===== config.mk =====
export PLATFORM = sky130hd
export DESIGN_NAME = zion_basic_circuit_lib_rr_reg_arbiter_flat
export DESIGN_NICKNAME = d
export VERILOG_FILES = /design/src/rtl/zion_basic_circuit_lib_rr_reg_arbiter_pkg.sv /design/src/rtl/zion_basic_circuit_lib_rr_reg_arbiter_if.sv /design/src/rtl/zion_basic_circuit_lib_rr_pick.sv /design/src/rtl/zion_basic_circuit_lib_rr_reg_arbiter.sv /design/src/flat_wrapper.sv
export SDC_FILE = /design/constraint.sdc
export NUM_CORES = 1
export LEC_CHECK = 0
export CAP_MARGIN = 40
export CORE_ASPECT_RATIO = 1.1
export CORE_UTILIZATION = 46
export CTS_BUF_LIST = sky130_fd_sc_hd__clkbuf_16
export DETAILED_ROUTE_END_ITERATION = 12
export PLACE_DENSITY_LB_ADDON = 0.15
export SETUP_SLACK_MARGIN = 0.15
export SKIP_CTS_REPAIR_TIMING = 1
export SYNTH_ARGS = -nofsm -noshare
export SYNTH_HDL_FRONTEND = slang
export SYNTH_SLANG_ARGS = --single-unit

===== constraint.sdc =====
create_clock -name clk -period 8.14 [get_ports clk]
set_input_delay 1.628 -clock clk [delete_from_list [all_inputs] [get_ports clk]]
set_output_delay 1.628 -clock clk [all_outputs]
set_load 0.05 [all_outputs]

===== src/rtl/zion_basic_circuit_lib_rr_reg_arbiter_pkg.sv =====
// Shared types and the rotate-priority search for the round-robin register arbiter.
// Latency: n/a (types and a pure combinational function).
// Backpressure: n/a.
package zion_basic_circuit_lib_arb_pkg;

    // ARB: free arbitration; LOCK: one requester owns the output until its last beat.
    typedef enum logic {ARB, LOCK} arb_state_e;

    localparam int MAX_REQ = 16;

    // Returns {found, idx}. The search starts at ptr and wraps at n using an
    // explicit compare, so non-power-of-two requester counts wrap correctly.
    // Requires ptr < n <= 16.
    function automatic logic [4:0] rr_pick(input logic [15:0] req,
                                           input logic [3:0]  ptr,
                                           input logic [4:0]  n);
        logic       found;
        logic [3:0] idx;
        logic [4:0] k;
        found = 1'b0;
        idx   = '0;
        for (int i = 0; i < MAX_REQ; i++) begin
            k = {1'b0, ptr} + 5'(i);
            if (k >= n) begin
                k = k - n;
            end
            if ((5'(i) < n) && !found && req[k[3:0]]) begin
                found = 1'b1;
                idx   = k[3:0];
            end
        end
        return {found, idx};
    endfunction

endpackage


===== src/rtl/zion_basic_circuit_lib_rr_reg_arbiter_if.sv =====
// Handshake bundle between NUM_REQ producers, the arbiter and one consumer.
// Latency: n/a (wires only).
// Backpressure: iRdy from the consumer; oGnt back to the producers.
// Ports: iClr sync clear; iReq/iLast/iDat per-requester beat; oGnt one-hot accept;
//        oVld/oDat/oIdx/oLast registered output beat; iRdy downstream ready.
interface zion_basic_circuit_lib_rr_reg_arbiter_if #(
    parameter int NUM_REQ = 4,
    parameter int WIDTH   = 8
);
    localparam int IDX_W = $clog2(NUM_REQ);

    logic                     iClr;
    logic [NUM_REQ-1:0]       iReq;
    logic [NUM_REQ-1:0]       iLast;
    logic [NUM_REQ*WIDTH-1:0] iDat;
    logic [NUM_REQ-1:0]       oGnt;
    logic                     oVld;
    logic [WIDTH-1:0]         oDat;
    logic [IDX_W-1:0]         oIdx;
    logic                     oLast;
    logic                     iRdy;

    // master: the arbiter side
    modport master (
        input  iClr, iReq, iLast, iDat, iRdy,
        output oGnt, oVld, oDat, oIdx, oLast
    );

    // slave: the producers and consumer around the arbiter
    modport slave (
        output iClr, iReq, iLast, iDat, iRdy,
        input  oGnt, oVld, oDat, oIdx, oLast
    );
endinterface


===== src/rtl/zion_basic_circuit_lib_rr_pick.sv =====
// Rotate-priority encoder: first requester at or above iPtr, wrapping at NUM_REQ.
// Latency: combinational.
// Backpressure: none.
// Ports: iReq request vector, iPtr search start; oFound any request, oIdx winner.
module zion_basic_circuit_lib_rr_pick
    import zion_basic_circuit_lib_arb_pkg::*;
#(
    parameter int NUM_REQ = 4,
    parameter int IDX_W   = $clog2(NUM_REQ)
) (
    input  logic [NUM_REQ-1:0] iReq,
    input  logic [IDX_W-1:0]   iPtr,
    output logic               oFound,
    output logic [IDX_W-1:0]   oIdx
);
    logic [4:0] res;
    logic       unused_res;

    assign res        = rr_pick(16'(iReq), 4'(iPtr), 5'(NUM_REQ));
    assign oFound     = res[4];
    assign oIdx       = res[IDX_W-1:0];
    // Index bits above IDX_W are always zero for legal NUM_REQ.
    assign unused_res = ^res;
endmodule


===== src/rtl/zion_basic_circuit_lib_rr_reg_arbiter.sv =====
// Round-robin arbiter with packet lock feeding one clearable output holding register.
// Latency: 1 cycle from accepted beat (oGnt) to oVld/oDat; oGnt is combinational.
// Backpressure: register reloads when empty or iRdy=1 (no bubble); otherwise oGnt=0 and outputs hold.
// Ports: clk, rst (async, active high), bus (master modport of the handshake interface).
module zion_basic_circuit_lib_rr_reg_arbiter
    import zion_basic_circuit_lib_arb_pkg::*;
#(
    parameter int               NUM_REQ  = 4,
    parameter int               WIDTH    = 8,
    parameter logic [WIDTH-1:0] INI_DATA = '0,
    parameter int               IDX_W    = $clog2(NUM_REQ)
) (
    input  logic clk,
    input  logic rst,
    zion_basic_circuit_lib_rr_reg_arbiter_if.master bus
);
    if (NUM_REQ < 2 || NUM_REQ > 16) begin : g_bad_num_req
        $error("NUM_REQ must be in 2..16");
    end

    arb_state_e         state_q, state_d;
    logic [IDX_W-1:0]   ptr_q, ptr_d;
    logic [IDX_W-1:0]   own_q, own_d;
    logic               pick_found;
    logic [IDX_W-1:0]   pick_idx;
    logic               ld;
    logic               gnt_vld;
    logic [IDX_W-1:0]   g;
    logic [NUM_REQ-1:0] gnt;

    logic               vld_q;
    logic [WIDTH-1:0]   dat_q;
    logic [IDX_W-1:0]   idx_q;
    logic               last_q;

    zion_basic_circuit_lib_rr_pick #(
        .NUM_REQ (NUM_REQ),
        .IDX_W   (IDX_W)
    ) u_pick (
        .iReq   (bus.iReq),
        .iPtr   (ptr_q),
        .oFound (pick_found),
        .oIdx   (pick_idx)
    );

    assign ld = !vld_q || bus.iRdy;

    always_comb begin
        gnt_vld = 1'b0;
        g       = pick_idx;
        gnt     = '0;
        state_d = state_q;
        own_d   = own_q;
        ptr_d   = ptr_q;
        // Clear suppresses the grant so no producer beat is consumed that cycle.
        if (ld && !bus.iClr) begin
            if (state_q == ARB) begin
                gnt_vld = pick_found;
                g       = pick_idx;
            end else begin
                // Only the owner may advance, even when it is idle.
                gnt_vld = bus.iReq[own_q];
                g       = own_q;
            end
        end
        if (gnt_vld) begin
            gnt[g] = 1'b1;
            if (bus.iLast[g]) begin
                state_d = ARB;
                ptr_d   = (int'(g) == NUM_REQ - 1) ? '0 : g + 1'b1;
            end else begin
                state_d = LOCK;
                own_d   = g;
            end
        end
    end

    always_ff @(posedge clk or posedge rst) begin
        if (rst) begin
            state_q <= ARB;
            ptr_q   <= '0;
            own_q   <= '0;
        end else if (bus.iClr) begin
            state_q <= ARB;
            ptr_q   <= '0;
            own_q   <= '0;
        end else begin
            state_q <= state_d;
            ptr_q   <= ptr_d;
            own_q   <= own_d;
        end
    end

    // Output holding register; clear discards any beat held for the consumer.
    always_ff @(posedge clk or posedge rst) begin
        if (rst) begin
            vld_q  <= 1'b0;
            dat_q  <= INI_DATA;
            idx_q  <= '0;
            last_q <= 1'b0;
        end else if (bus.iClr) begin
            vld_q  <= 1'b0;
            dat_q  <= INI_DATA;
            idx_q  <= '0;
            last_q <= 1'b0;
        end else if (ld) begin
            if (gnt_vld) begin
                vld_q  <= 1'b1;
                dat_q  <= bus.iDat[int'(g)*WIDTH +: WIDTH];
                idx_q  <= g;
                last_q <= bus.iLast[g];
            end else begin
                vld_q  <= 1'b0;
            end
        end
    end

    assign bus.oGnt  = gnt;
    assign bus.oVld  = vld_q;
    assign bus.oDat  = dat_q;
    assign bus.oIdx  = idx_q;
    assign bus.oLast = last_q;

    always_comb begin
        assert ($onehot0(gnt));
        assert ((gnt & ~bus.iReq) == '0);
        assert ((state_q != LOCK) || (gnt == '0) || (gnt == (NUM_REQ'(1) << own_q)));
    end

    assert property (@(posedge clk) disable iff (rst)
        (vld_q && !bus.iRdy && !bus.iClr) |=> ($stable(dat_q) && $stable(idx_q) && $stable(last_q)));

endmodule


===== src/flat_wrapper.sv =====
// flat-port wrapper written by rule: the top's interface ports become plain ports
module zion_basic_circuit_lib_rr_reg_arbiter_flat import zion_basic_circuit_lib_arb_pkg::*;
#(
    parameter int               NUM_REQ  = 4,
    parameter int               WIDTH    = 8,
    parameter logic [WIDTH-1:0] INI_DATA = '0,
    parameter int               IDX_W    = $clog2(NUM_REQ)
)
  (clk, rst, bus_iClr, bus_iReq, bus_iLast, bus_iDat, bus_iRdy, bus_oGnt, bus_oVld, bus_oDat, bus_oIdx, bus_oLast);
  zion_basic_circuit_lib_rr_reg_arbiter_if #(.NUM_REQ(NUM_REQ), .WIDTH(WIDTH)) bus_i ();
  input  logic clk;
  input  logic rst;
  input wire logic [$bits(bus_i.iClr)-1:0] bus_iClr;
  input wire logic [$bits(bus_i.iReq)-1:0] bus_iReq;
  input wire logic [$bits(bus_i.iLast)-1:0] bus_iLast;
  input wire logic [$bits(bus_i.iDat)-1:0] bus_iDat;
  input wire logic [$bits(bus_i.iRdy)-1:0] bus_iRdy;
  output wire logic [$bits(bus_i.oGnt)-1:0] bus_oGnt;
  output wire logic [$bits(bus_i.oVld)-1:0] bus_oVld;
  output wire logic [$bits(bus_i.oDat)-1:0] bus_oDat;
  output wire logic [$bits(bus_i.oIdx)-1:0] bus_oIdx;
  output wire logic [$bits(bus_i.oLast)-1:0] bus_oLast;
  assign bus_i.iClr = bus_iClr;
  assign bus_i.iReq = bus_iReq;
  assign bus_i.iLast = bus_iLast;
  assign bus_i.iDat = bus_iDat;
  assign bus_i.iRdy = bus_iRdy;
  assign bus_oGnt = bus_i.oGnt;
  assign bus_oVld = bus_i.oVld;
  assign bus_oDat = bus_i.oDat;
  assign bus_oIdx = bus_i.oIdx;
  assign bus_oLast = bus_i.oLast;
  zion_basic_circuit_lib_rr_reg_arbiter #(.NUM_REQ(NUM_REQ), .WIDTH(WIDTH), .INI_DATA(INI_DATA), .IDX_W(IDX_W)) u_core (.clk(clk), .rst(rst), .bus(bus_i));
endmodule

Word level (Yosys, flattened, before mapping)
Index checks and enable logic that the tools add are counted.

Flip-flop bits (word level): 17. Input port bits: 44. Output and inout bits: 16. Logic and storage cells: 99.

$add $sub $neg: 8. Magnitude comparators: 11. Equal/unequal tests: 2. Shift operators: 1. Multiplexer cells: 53. Reduce and logical (&&, ||, !) cells: 17.

Operator list (number): 2-bit 2-to-1 mux (16); 32-bit by 6-bit indexed part select with 8-bit output (1); 8-bit 2-to-1 mux (3); 1-bit 2-to-1 mux (22); 4-bit by 5-bit less-than comparator with 1-bit output, second input constant (4); 4-bit 2-to-1 mux (5); 1-bit binary-select mux with 4-bit select (4); 3-bit by 3-bit subtractor with 4-bit output, second input constant (3); 3-bit >= comparator, second input constant (3); 2-bit by 2-bit adder with 3-bit output, second input constant (2); 2-bit by 3-bit less-than comparator with 1-bit output, second input constant (2); 2-bit AND reduction (3); 2-bit nonzero test (3); 1-bit logical AND (5); 1-bit logical NOT (5); 1-bit binary-select mux with 2-bit select (2); 2-bit by 3-bit subtractor with 4-bit output, second input constant (1); 2-bit by 1-bit adder with 3-bit output, second input constant (1); 2-bit by 3-bit >= comparator with 1-bit output, second input constant (1); 2-bit by 1-bit adder with 2-bit output, second input constant (1); 1-bit demux with 2-bit select (1); 2-bit by 1-bit == test with 1-bit output, second input constant (1); 2-bit by 1-bit >= comparator with 1-bit output, second input constant (1); 2-bit inequality test, second input constant (1); 1-bit logical OR (1).

Logic depth before layout (Yosys ltp)
Depth after elaboration: 21. Mapped depth: 14. Gate-level depth less buffers: 10.

By module
From an unflattened synthesis, not the netlist that was laid out.

Cells, all modules: 170. Area total of the unflattened synthesis: 1453.9 µm².

Modules (own cells, without submodules): zion_basic_circuit_lib_rr_reg_arbiter (instances 1, cells each 132, area an instance 1137.3 µm², sequential area each 425.4 µm²); zion_basic_circuit_lib_rr_pick (instances 1, cells each 38, area an instance 316.6 µm², sequential area each 0.0 µm²).

Worst setup path after synthesis
OpenSTA, ideal clock, no wires.

Path kind: input port to output port. From: in bus_iRdy. To: out bus_oGnt[1]. Data arrival time: 3.588 ns. Data required time: 6.512 ns. Setup slack: 2.924 ns. Stages on the path: 8. Buffers on the path: 1. Cell sequence: nand2b_1 nor2b_1 and2_1 or3_1 o21ai_2 clkbuf_1 ha_1 and3_1.

Cells in the longest elaborated chain, start to end: 8. Elaborated cells on any way between the ends: 10. Those cells by class: order compare: 2; mux: 5; reduce/logical: 3.

RTL lines: start, declared (line flat_wrapper.sv:17) `input wire logic [$bits(bus_i.iRdy)-1:0] bus_iRdy;`; 1-bit logical OR (*) (line zion_basic_circuit_lib_rr_reg_arbiter.sv:46) `assign ld = !vld_q || bus.iRdy;`; 1-bit logical AND (*) (line zion_basic_circuit_lib_rr_reg_arbiter.sv:56) `if (ld && !bus.iClr) begin`; 2-bit 2-to-1 mux (line zion_basic_circuit_lib_rr_reg_arbiter.sv:56); 2-bit by 3-bit less-than comparator with 1-bit output (not written as such) / 2-bit by 1-bit >= comparator with 1-bit output (equally long branches) (line zion_basic_circuit_lib_rr_reg_arbiter.sv:67) `gnt[g] = 1'b1;`; 1-bit logical AND (not written as such) (line zion_basic_circuit_lib_rr_reg_arbiter.sv:67); 1-bit 2-to-1 mux (not written as such) (line zion_basic_circuit_lib_rr_reg_arbiter.sv:67); 1-bit demux with 2-bit select; 4-bit 2-to-1 mux (*) (line zion_basic_circuit_lib_rr_reg_arbiter.sv:66) `if (gnt_vld) begin`; end, declared (line flat_wrapper.sv:18) `output wire logic [$bits(bus_i.oGnt)-1:0] bus_oGnt;`.

Mark *: on every way between the ends. The rest lies on a longest branch, timed or not.

Worst setup path after layout
From: in bus_iClr. To: out bus_oGnt[2].

Cells in the longest elaborated chain, start to end: 8. Elaborated cells on any way between the ends: 10. Those cells by class: order compare: 2; mux: 5; reduce/logical: 3.

RTL lines: start, declared (line flat_wrapper.sv:13) `input wire logic [$bits(bus_i.iClr)-1:0] bus_iClr;`; 1-bit logical NOT (*) (line zion_basic_circuit_lib_rr_reg_arbiter.sv:56); 1-bit logical AND (*) (line zion_basic_circuit_lib_rr_reg_arbiter.sv:56); 2-bit 2-to-1 mux (line zion_basic_circuit_lib_rr_reg_arbiter.sv:56); 2-bit by 3-bit less-than comparator with 1-bit output (not written as such) / 2-bit by 1-bit >= comparator with 1-bit output (equally long branches) (line zion_basic_circuit_lib_rr_reg_arbiter.sv:67); 1-bit logical AND (not written as such) (line zion_basic_circuit_lib_rr_reg_arbiter.sv:67); 1-bit 2-to-1 mux (not written as such) (line zion_basic_circuit_lib_rr_reg_arbiter.sv:67); 1-bit demux with 2-bit select; 4-bit 2-to-1 mux (*) (line zion_basic_circuit_lib_rr_reg_arbiter.sv:66).

Marks and branches as above.

==> metrics.md <==
| Metric | Value |
|---|---|
| CTS sink cnt | `17` |
| Synth async-reset ratio | `100.0%` |
| CP arrival | `4.99 ns` |
| Die H | `60.35 um` |
| Relative slew slack | `49.35%` |
| Cells after synthesis | `157` |
| Post-synth EDFFs | `0` |
| Synth unique cells | `31` |
| HPWL Detailed | `2752 um` |
| Clock Latency Late Sink | `0.25 ns` |
| Highest Clock Rate | `151.0 MHz` |
| Initial Util | `49.91%` |
| CTS Buf Count | `3` |
| Crit path launch type | `input port` |
| DP Cell Count | `240` |
| Fillers | `229` |
| Post-DRT Antenna Nets | `0` |
| Die Width | `55.05 um` |
| CTS tree | `yes` |
| Post-route clock period utilization | `81.34%` |
| Fin. Hold Viols | `0` |
| Layout net count | `264` |
| Share of cells above drive strength 1 | `11.37%` |
| Post-Layout Cell Count | `244` |
| RSZ-0062 raised after global routing | `false` |
| TritonRoute pass-1 iters | `4` |
| Ys flop type | `dfrtp_1` |
| Final Wtd Congestion | `0.8171` |
| Vias in the first global route | `1317` |
| Post-synthesis sequential area ratio | `29.88%` |
| Port-buffer cells | `59` |
| Die area | `3322 um2` |
| Mapped Nets | `209` |
| GR Overflow Total | `0` |
| Crit path max fanout | `18` |
| Cell Pwr Density | `317.3 nW/um2` |
| Maximum VDD drop | `0.2337 mV` |
| CTS root buffer | `clkbuf_16` |
| # IOs | `60` |
| Total GRT Usage | `23.46%` |
| Total number of vias | `1359` |
| Post-Route WL | `3660 um` |
| Pleak | `0.8941 nW` |
| Initial DRC Count | `24` |
| Flops & latches, synth | `17` |
| Synthesis-to-layout area growth | `47.28%` |
| First-pass GRT wire length | `5644 um` |
| Residual DRC | `0` |
| Vias per Instance | `5.570` |
| Critical Path RT | `6.51 ns` |
| Mapped cell area | `1424 um2` |
| Worst clock skew | `0.001651 ns` |
| CP endpoint kind | `primary output` |
| Yosys warnings | `0` |
| Core Box Area | `2853 um2` |
| Ant. Diodes | `0` |
| Total Power | `0.0006655 W` |
| # rows | `20` |
| Setup Viol. Count Final | `0` |
| Worst setup path class | `input port to primary output` |
| Total of max-cap violations | `0` |
| Drt wl/cell | `15.00 um` |
| Syn avg cell area | `9.069 um2` |
| Final Max Tran Viols | `0` |
| Status | `finished, final reports clean` |
| Hold Path Class | `register to register` |
| CTS clk-pin slew, worst paths | `0.05 ns` |
| Pin count of the biggest net entering global routing | `24` |
| Period minus WS final | `6.621 ns` |
| CTS H-tree depth | `1` |
| Max Buffers Root-to-Sink | `2` |
| Post-route setup TNS | `0 ns` |
| Slew @ Worst Pin | `0.7598 ns` |
| Initial antenna violation count | `0` |
==> placed cells by master, fill, tap and decap left out, drive strengths merged <==
master	synthesis	routed
o21ai	7	7
nor2	7	7
or3	3	3
inv	8	9
a21oi	6	6
mux2	4	4
a211oi	2	2
clkdlybuf4s50	0	59
nor3b	9	9
clkbuf	6	3
and3	4	4
ha	8	8
nand2b	3	3
dfrtp	17	17
a22o	1	1
a21boi	1	1
mux4	2	2
nand2	23	23
buf	5	2
and2	2	2
a31o	8	8
nor4	1	1
a311oi	1	1
a221oi	1	1
mux2i	22	22
nor3	4	4
nor2b	2	2
==> layer usage <==
metal / track usage (%) / part of all wire, % / vias up
li1: - / - / 661
met1: 25.43 / 39 / 636
met2: 45.27 / 56 / 58
met3: 5.263 / 5.1 / 4
met4: 4.643 / 0.79 / 0
met5: 0 / 0 / -
==> report_power, final <==
part / leakage (nW) / switching (W) / internal, W
sequential: 0.224 / 0.0000226 / 0.000112
combinational: 0.628 / 0.000256 / 0.000177
clock: 0.0423 / 0.0000320 / 0.0000652
==> through the flow <==
step / setup WS (ns) / area (um2) / hold WS [ns] / util [%]
2_1_floorplan: 2.924 / 1424 / 0.5409 / -
3_3_place_gp: 1.572 / 2018 / 0.5213 / 70.75
3_5_place_dp: 1.515 / 2018 / 0.5339 / 70.75
4_1_cts: 1.509 / 2097 / 0.5411 / 73.51
5_1_grt: 1.293 / 2097 / 0.5805 / 73.51
6_report: 1.519 / 2097 / 0.5375 / 73.51
==> cells in the mapped netlist (all sizes together) (5+ instances only) <==
| cell | count | area (um2) |
|---|---|---|
| a21oi | 6 | 30.03 |
| nor2 | 7 | 26.28 |
| nand2 | 23 | 86.33 |
| nor3b | 9 | 67.56 |
| buf | 5 | 33.78 |
| ha | 8 | 100.1 |
| dfrtp | 17 | 425.4 |
| clkbuf | 6 | 22.52 |
| a31o | 8 | 70.07 |
| mux2i | 22 | 220.2 |
| inv | 8 | 30.03 |
| o21ai | 7 | 38.79 |
==> flip-flops by register name, indices dropped and copies added (netlist names) <==
register          count
u_core.bus.oLast      1
u_core.ptr_q          2
u_core.bus.oVld       1
u_core.state_q        1
u_core.bus.oIdx       2
u_core.own_q          2
u_core.bus.oDat       8
==> layout make-up <==
class                   instances  area (um2)  area share, %
clock buffers                   3       75.07          3.580
clock inverters                 1       3.754         0.1790
multi-input cells             121       915.9          43.68
inverters                       8       30.03          1.432
well taps                      33       41.29          1.969
flip-flops and latches         17       425.4          20.29
repair buffers                 61       605.6          28.88
==> worst paths after layout <==
kind / start / end / slack [ns] / depth (start not counted)
max: bus_iClr / bus_oGnt[2] / 1.52 / 10
min reg2reg: u_core.bus.oLast / u_core.bus.oLast / 0.54 / 2
min: u_core.bus.oLast / u_core.bus.oLast / 0.54 / 2
max reg2reg: u_core.ptr_q[0] / u_core.ptr_q[1] / 4.23 / 10
min in group asynchronous: rst / u_core.bus.oDat[3] / 1.77 / 2
max in group asynchronous: rst / u_core.own_q[1] / 5.95 / 2
==> critical path, cell delays in order <==
cell             delay [ns]
clkdlybuf4s50_1        0.45
buf_4                  0.21
nor2b_1                0.12
and2_1                 0.22
or3_1                  0.39
o21ai_2                0.49
inv_1                  0.36
ha_1                   0.29
and3_1                 0.13
clkdlybuf4s50_1        0.69
==> kinds of logic after synthesis <==
| logic type | after synthesis | share of synthesized area [%] |
|---|---|---|
| compound gates | 27 | 13.18 |
| fa+ha+maj | 8 | 7.030 |
| buf+inv | 19 | 6.063 |
| flops | 17 | 29.88 |
| mux | 28 | 22.06 |
| simple gates | 58 | 21.79 |
No activity file was read; power rests on OpenSTA's default activity.
